==> src/rtl/riscv_pkg.sv <==
// Shared fetch-side definitions: instruction encodings, fetch state, buffer entry.
package riscv_pkg;

    localparam int XLEN = 32;

    localparam logic [XLEN-1:0] INST_NOP    = 32'h0000_0013;
    localparam logic [XLEN-1:0] INST_ECALL  = 32'h0000_0073;
    localparam logic [XLEN-1:0] INST_EBREAK = 32'h0010_0073;

    typedef enum logic [1:0] {
        ST_RUN   = 2'd0,
        ST_HALT  = 2'd1,
        ST_FAULT = 2'd2
    } fetch_state_t;

    typedef struct packed {
        logic [XLEN-1:0] pc;
        logic [XLEN-1:0] inst;
    } fetch_entry_t;

    // ECALL and EBREAK both stop further fetching once they are captured
    function automatic logic is_halt_inst(input logic [XLEN-1:0] inst);
        return (inst == INST_ECALL) || (inst == INST_EBREAK);
    endfunction

endpackage

==> src/rtl/fetch_buffer.sv <==
// Two-entry FIFO of {pc, inst}; entry 0 is always the head.
module fetch_buffer
    import riscv_pkg::*;
(
    input  logic         clk,
    input  logic         rst,
    input  logic         push,
    input  logic         pop,
    input  logic         flush,
    input  fetch_entry_t wr_entry,
    output logic [1:0]   count,
    output fetch_entry_t head
);

    logic [1:0]   r_count;
    fetch_entry_t r_e0;
    fetch_entry_t r_e1;

    // Occupancy: flush wins over any pop/push in the same cycle
    always_ff @(posedge clk) begin
        if (rst || flush) begin
            r_count <= 2'd0;
        end else if (push && !pop) begin
            r_count <= r_count + 2'd1;
        end else if (pop && !push) begin
            r_count <= r_count - 2'd1;
        end
    end

    // Entry storage; left unreset since occupancy alone says what is valid
    always_ff @(posedge clk) begin
        if (!flush) begin
            if (pop) begin
                if (push && (r_count == 2'd2)) begin
                    r_e0 <= r_e1;
                    r_e1 <= wr_entry;
                end else if (push) begin
                    r_e0 <= wr_entry;
                end else begin
                    r_e0 <= r_e1;
                end
            end else if (push) begin
                if (r_count == 2'd0) begin
                    r_e0 <= wr_entry;
                end else begin
                    r_e1 <= wr_entry;
                end
            end
        end
    end

    assign count = r_count;
    assign head  = r_e0;

endmodule

==> src/rtl/fetch_stage.sv <==
// Instruction fetch front end: owns the PC, captures imem words, feeds decode.
module fetch_stage
    import riscv_pkg::*;
#(
    parameter int              ADDR_W   = 12,
    parameter logic [XLEN-1:0] RESET_PC = 32'h0000_0000
) (
    input  logic              clk,
    input  logic              rst,
    output logic [ADDR_W-1:0] imem_addr,
    input  logic [XLEN-1:0]   imem_data,
    input  logic              redirect_valid,
    input  logic [XLEN-1:0]   redirect_pc,
    output logic              out_valid,
    input  logic              out_ready,
    output logic [XLEN-1:0]   out_pc,
    output logic [XLEN-1:0]   out_inst,
    output logic              halted,
    output logic              fault
);

    fetch_state_t    r_state;
    logic [XLEN-1:0] r_pc;

    logic [1:0]      w_count;
    fetch_entry_t    w_head;
    fetch_entry_t    w_wr_entry;
    logic            w_pop;
    logic            w_push;
    logic            w_flush;
    logic            w_pc_ok;
    logic            w_room;

    // PC must be word aligned and inside the memory; pc+4 overflow lands here too
    assign w_pc_ok    = (r_pc[1:0] == 2'b00) && (r_pc[XLEN-1:ADDR_W] == '0);
    assign w_pop      = out_valid && out_ready;
    assign w_room     = (w_count != 2'd2) || w_pop;
    assign w_push     = (r_state == ST_RUN) && !redirect_valid && w_room && w_pc_ok;
    // A redirect into an idle HALT/FAULT stage is ignored so those states stay sticky
    assign w_flush    = redirect_valid && ((r_state == ST_RUN) || (w_count != 2'd0));
    assign w_wr_entry = '{pc: r_pc, inst: imem_data};

    // PC and fetch state; redirect takes priority over everything else
    always_ff @(posedge clk) begin
        if (rst) begin
            r_state <= ST_RUN;
            r_pc    <= RESET_PC;
        end else if (w_flush) begin
            r_state <= ST_RUN;
            r_pc    <= redirect_pc;
        end else if (!redirect_valid && (r_state == ST_RUN)) begin
            if (!w_pc_ok) begin
                r_state <= ST_FAULT;
            end else if (w_push) begin
                r_pc <= r_pc + 32'd4;
                if (is_halt_inst(imem_data)) begin
                    r_state <= ST_HALT;
                end
            end
        end
    end

    fetch_buffer u_buf (
        .clk      (clk),
        .rst      (rst),
        .push     (w_push),
        .pop      (w_pop),
        .flush    (w_flush),
        .wr_entry (w_wr_entry),
        .count    (w_count),
        .head     (w_head)
    );

    assign imem_addr = r_pc[ADDR_W-1:0];
    assign out_valid = (w_count != 2'd0);
    assign out_pc    = out_valid ? w_head.pc   : '0;
    assign out_inst  = out_valid ? w_head.inst : INST_NOP;
    assign halted    = (r_state == ST_HALT);
    assign fault     = (r_state == ST_FAULT);

endmodule

==> config.mk <==
export PLATFORM = sky130hd
export DESIGN_NAME = fetch_stage
export DESIGN_NICKNAME = d
export VERILOG_FILES = /design/src/rtl/riscv_pkg.sv /design/src/rtl/fetch_buffer.sv /design/src/rtl/fetch_stage.sv
export SDC_FILE = /design/constraint.sdc
export NUM_CORES = 1
export LEC_CHECK = 0
export BUFFER_PORTS_ARGS = -buffer_cell sky130_fd_sc_hd__buf_2
export CAP_MARGIN = 5
export CORE_AREA = 10 10 132 134
export DETAILED_ROUTE_END_ITERATION = 16
export DIE_AREA = 0 0 142 144
export PLACE_DENSITY = 0.74
export SETUP_SLACK_MARGIN = 0.02
export SLEW_MARGIN = 20
export SYNTH_ARGS = -nofsm -noshare
export SYNTH_HDL_FRONTEND = slang
export SYNTH_SLANG_ARGS = --single-unit
export TNS_END_PERCENT = 50
==> constraint.sdc <==
create_clock -name clk -period 12.59 [get_ports clk]
set_clock_uncertainty 0.05 [all_clocks]
set_input_delay 0.6295 -clock clk [delete_from_list [all_inputs] [get_ports clk]]
set_output_delay 0.6295 -clock clk [all_outputs]
set_load 0.02 [all_outputs]
==> flow_summary_export.csv <==
group,metric,value,unit
synth,synth_top_area_cell,"edfxtp_1",
sta,fin_crit_sh,0.308,
die,dieHeight,144,um
sta,hold_violations,0,
power_and_ir_drop,clkPwrFrac,0.413,
route,avgViaCountPerCell,5.17,
cells_and_area,multi_input_area,2320,um2
clocking,cts_setup_buffers,0,
setup_path,endpoint_kind,"register",
cells_and_area,diodes,0,
clocking,clock_sinks,164,
synth,synth_edf_count,128,
route,ant_nets,0,
power_and_ir_drop,switching_share,0.224,
synth,synth_area_leaders,"edfxtp_1 (54%), mux2_4 (13%), dfxtp_1 (10%)",
clocking,root_buffer,"clkbuf_16",
synth,syn_avg_cell_area,14.0,um2
grt,grt.busiest_layer,"met2",
power_and_ir_drop,power.density,143,nW/um2
route,vias,4357,
route,dr.pass1.iters,4,
die,die_area,20400,um2
power_and_ir_drop,sequentialPowerShare,0.504,
synth,synth.distinct_cells,43,
run_status,run_status,"completed",
synth,yosys_warnings,0,
clocking,cts-buffers-inserted,17,
place,place_inst,810,
clocking,h-tree-depth,4,
setup_path,cp.arrival,4.01,ns
synth,yosysTopAreaCellShare,0.541,
grt,use_met3,0.0630,
synth,synth_commonest_cells,"edfxtp_1 (128), and2_1 (62), mux2_4 (60)",
route,drt-total-wl,15700,um
place,dp_hpwl,11200,um
power_and_ir_drop,ir_drop,0.0000872,V
synth,synthesis.area,7110,um2
worst_hold_path,hold_class,"primary input to register",
synth,syn_nets,578,
sta,relSlewSlack,0.395,
synth,synthCells,507,
place,io_buffer_count,146,
cells_and_area,seq_area,4560,um2
power_and_ir_drop,p_comb_frac,0.083,
sta,fmax,0.258,GHz
setup_path,critical_path_class,"register to register",
sta,setup_slack,8.71,ns
grt,grt_pass1_wl,24300,um
route,wire_per_inst,18.6,um
die,rows,45,
route,first_iter_violations,291,
clocking,cts_tree,"done",
cells_and_area,fin_nets,712,
setup_path,reg2reg_slack,8.71,ns
synth,post-synth-top-count-cell,"edfxtp_1",
synth,ys_ff_latch,164,
setup_path,critPathLaunchType,"register",
sta,tns,0,ns
die,coreArea,14900,um2
setup_path,required,12.71,ns
sta,rsz0062_at_grt,"false",
worst_hold_path,hp-start,"imem_data[4]",
die,die_x,142,um
cells_and_area,finalNonFillerCells,842,
die,start_util,0.478,
grt,grt_max_degree,71,
grt,grt_pass1_vias,4633,
cells_and_area,nFillCells,1202,
synth,synthArstFlopShare,0,
power_and_ir_drop,p_leak,3.34,nW
grt,antenna_found_initial,1,
clocking,cts_resized,0,
grt,overflow,0,
sta,setup_viol,0,
setup_path,reg2reg_depth,6,
route,drc_errors,0,
worst_hold_path,hold-path-endpoint,"u_buf.r_e1[4]",
setup_path,r2r-end,"u_buf.head[63]",
synth,synth_ff_type,"edfxtp_1",
setup_path,timing.rr.start,"u_buf.count[0]",
sta,drv_slew,0,
power_and_ir_drop,p_switching,0.272,mW
grt,grt.total_usage,0.152,
sta,tightest_slew,0.906,ns
grt,met2_usage,0.244,
place,place.gp.congestion,0.854,
sta,fin_hold_ws,0.360,ns
cells_and_area,syn2layout_area_growth,19.4,%
job,drv_cap,0,
sta,min_period,3.88,ns
clocking,insertion_delay,0.42,ns
clocking,cts.path.max_buffers,2,
clocking,cts_hold_buf,0,
worst_hold_path,min_path_cells,1,
clocking,clk_pin_slew,0.06,ns
setup_path,critical_path.max_fanout,70,
power_and_ir_drop,p_int,0.942,mW
place,preCtsSetupSlack,8.66,ns
grt,grtUsageMet1,0.183,
cells_and_area,drive_gt1_frac,0.385,
synth,synth.yosys.seq_area_share,0.642,
die,io-pin-count,147,
[power by group through the flow]
stage | Sequential, mW | Clock, mW | Combinational, mW
after floorplan | 0.618 | 0 | 0.0732
after global placement | 0.622 | 0 | 0.0983
after detailed placement | 0.623 | 0 | 0.102
after CTS | 0.611 | 0.513 | 0.102
after global routing | 0.613 | 0.536 | 0.110
final | 0.611 | 0.501 | 0.101
[cell type report]
cell class | count | share of cell area
flip-flops and latches | 164 | 0.538
multi-input cells | 303 | 0.273
repair buffers | 152 | 0.0915
clock buffers | 20 | 0.0527
well taps | 188 | 0.0277
clock inverters | 12 | 0.0155
inverters | 3 | 0.00133
[cells by family after synthesis]
family                     after synthesis  share of synthesized area
and+or+nand+nor                        182                      0.137
muxes                                   64                      0.133
DFF                                    164                      0.642
xor gates and xnor gates                 5                    0.00616
AOI/OAI and AO/OA                       49                     0.0424
buffers and inverters                   40                     0.0338
adders and majority gates                3                    0.00528
[how the worst max path moves through the flow]
| stage | from | endpoint | slack, ns | depth (start not counted) |
|---|---|---|---|---|
| final | u_buf.count[0] | u_buf.head[63] | 8.71 | 6 |
| after CTS | u_buf.count[0] | u_buf.head[63] | 8.64 | 6 |
| after global placement | u_buf.count[0] | u_buf.head[63] | 8.86 | 6 |
| after floorplan | redirect_valid | u_buf.r_e1[0] | 0.13 | 6 |
| after detailed placement | u_buf.count[0] | u_buf.head[63] | 8.66 | 6 |
| after global routing | u_buf.count[0] | u_buf.head[63] | 8.41 | 6 |
[layer usage]
metal | vias to the layer above | routed length [um]
li1 | 2098 | -
met1 | 2087 | 6760
met2 | 162 | 7520
met3 | 8 | 1300
met4 | 2 | 63
met5 | - | 15
[flip-flops by register name, indices dropped and copies added (netlist names)]
register / flops
r_pc: 32
u_buf.r_e1: 64
r_state: 2
u_buf.count: 2
u_buf.head: 64
[per-stage QoR]
step	total power [mW]	utilization	cell area (um2)
5_1_grt	1.26	0.571	8480
6_report	1.21	0.571	8480
4_1_cts	1.23	0.571	8480
3_5_place_dp	0.725	0.532	7900
2_1_floorplan	0.691	-	7110
3_3_place_gp	0.720	0.532	7900
[critical path, cell delays in order, from the launching register on]
cell     delay (ns)
dfxtp_1        0.50
nor2_1         0.15
inv_2          0.68
nand2_1        0.34
a21oi_4        0.67
buf_4          0.79
mux2_2         0.41
[cell usage in the layout, fill, tap and decap left out, types with 3 or more instances in the layout]
cell,synthesis,final
edfxtp_1,128,128
and2_1,62,62
nand2_1,56,56
dfxtp_1,36,36
nor3_1,7,6
mux2_4,60,60
nand2b_1,5,5
o21bai_1,3,3
clkinv_4,0,4
buf_4,12,6
nor2_1,16,16
nand3_1,7,7
a211oi_1,5,5
nand4_1,3,3
clkbuf_16,0,17
nor4_1,13,13
buf_2,0,146
a311oi_1,3,3
o21ai_0,6,6
nor4b_1,3,3
a21oi_1,25,25
ha_1,3,3
xnor2_1,4,4
Note: power is estimated with default switching activity, not from simulation.
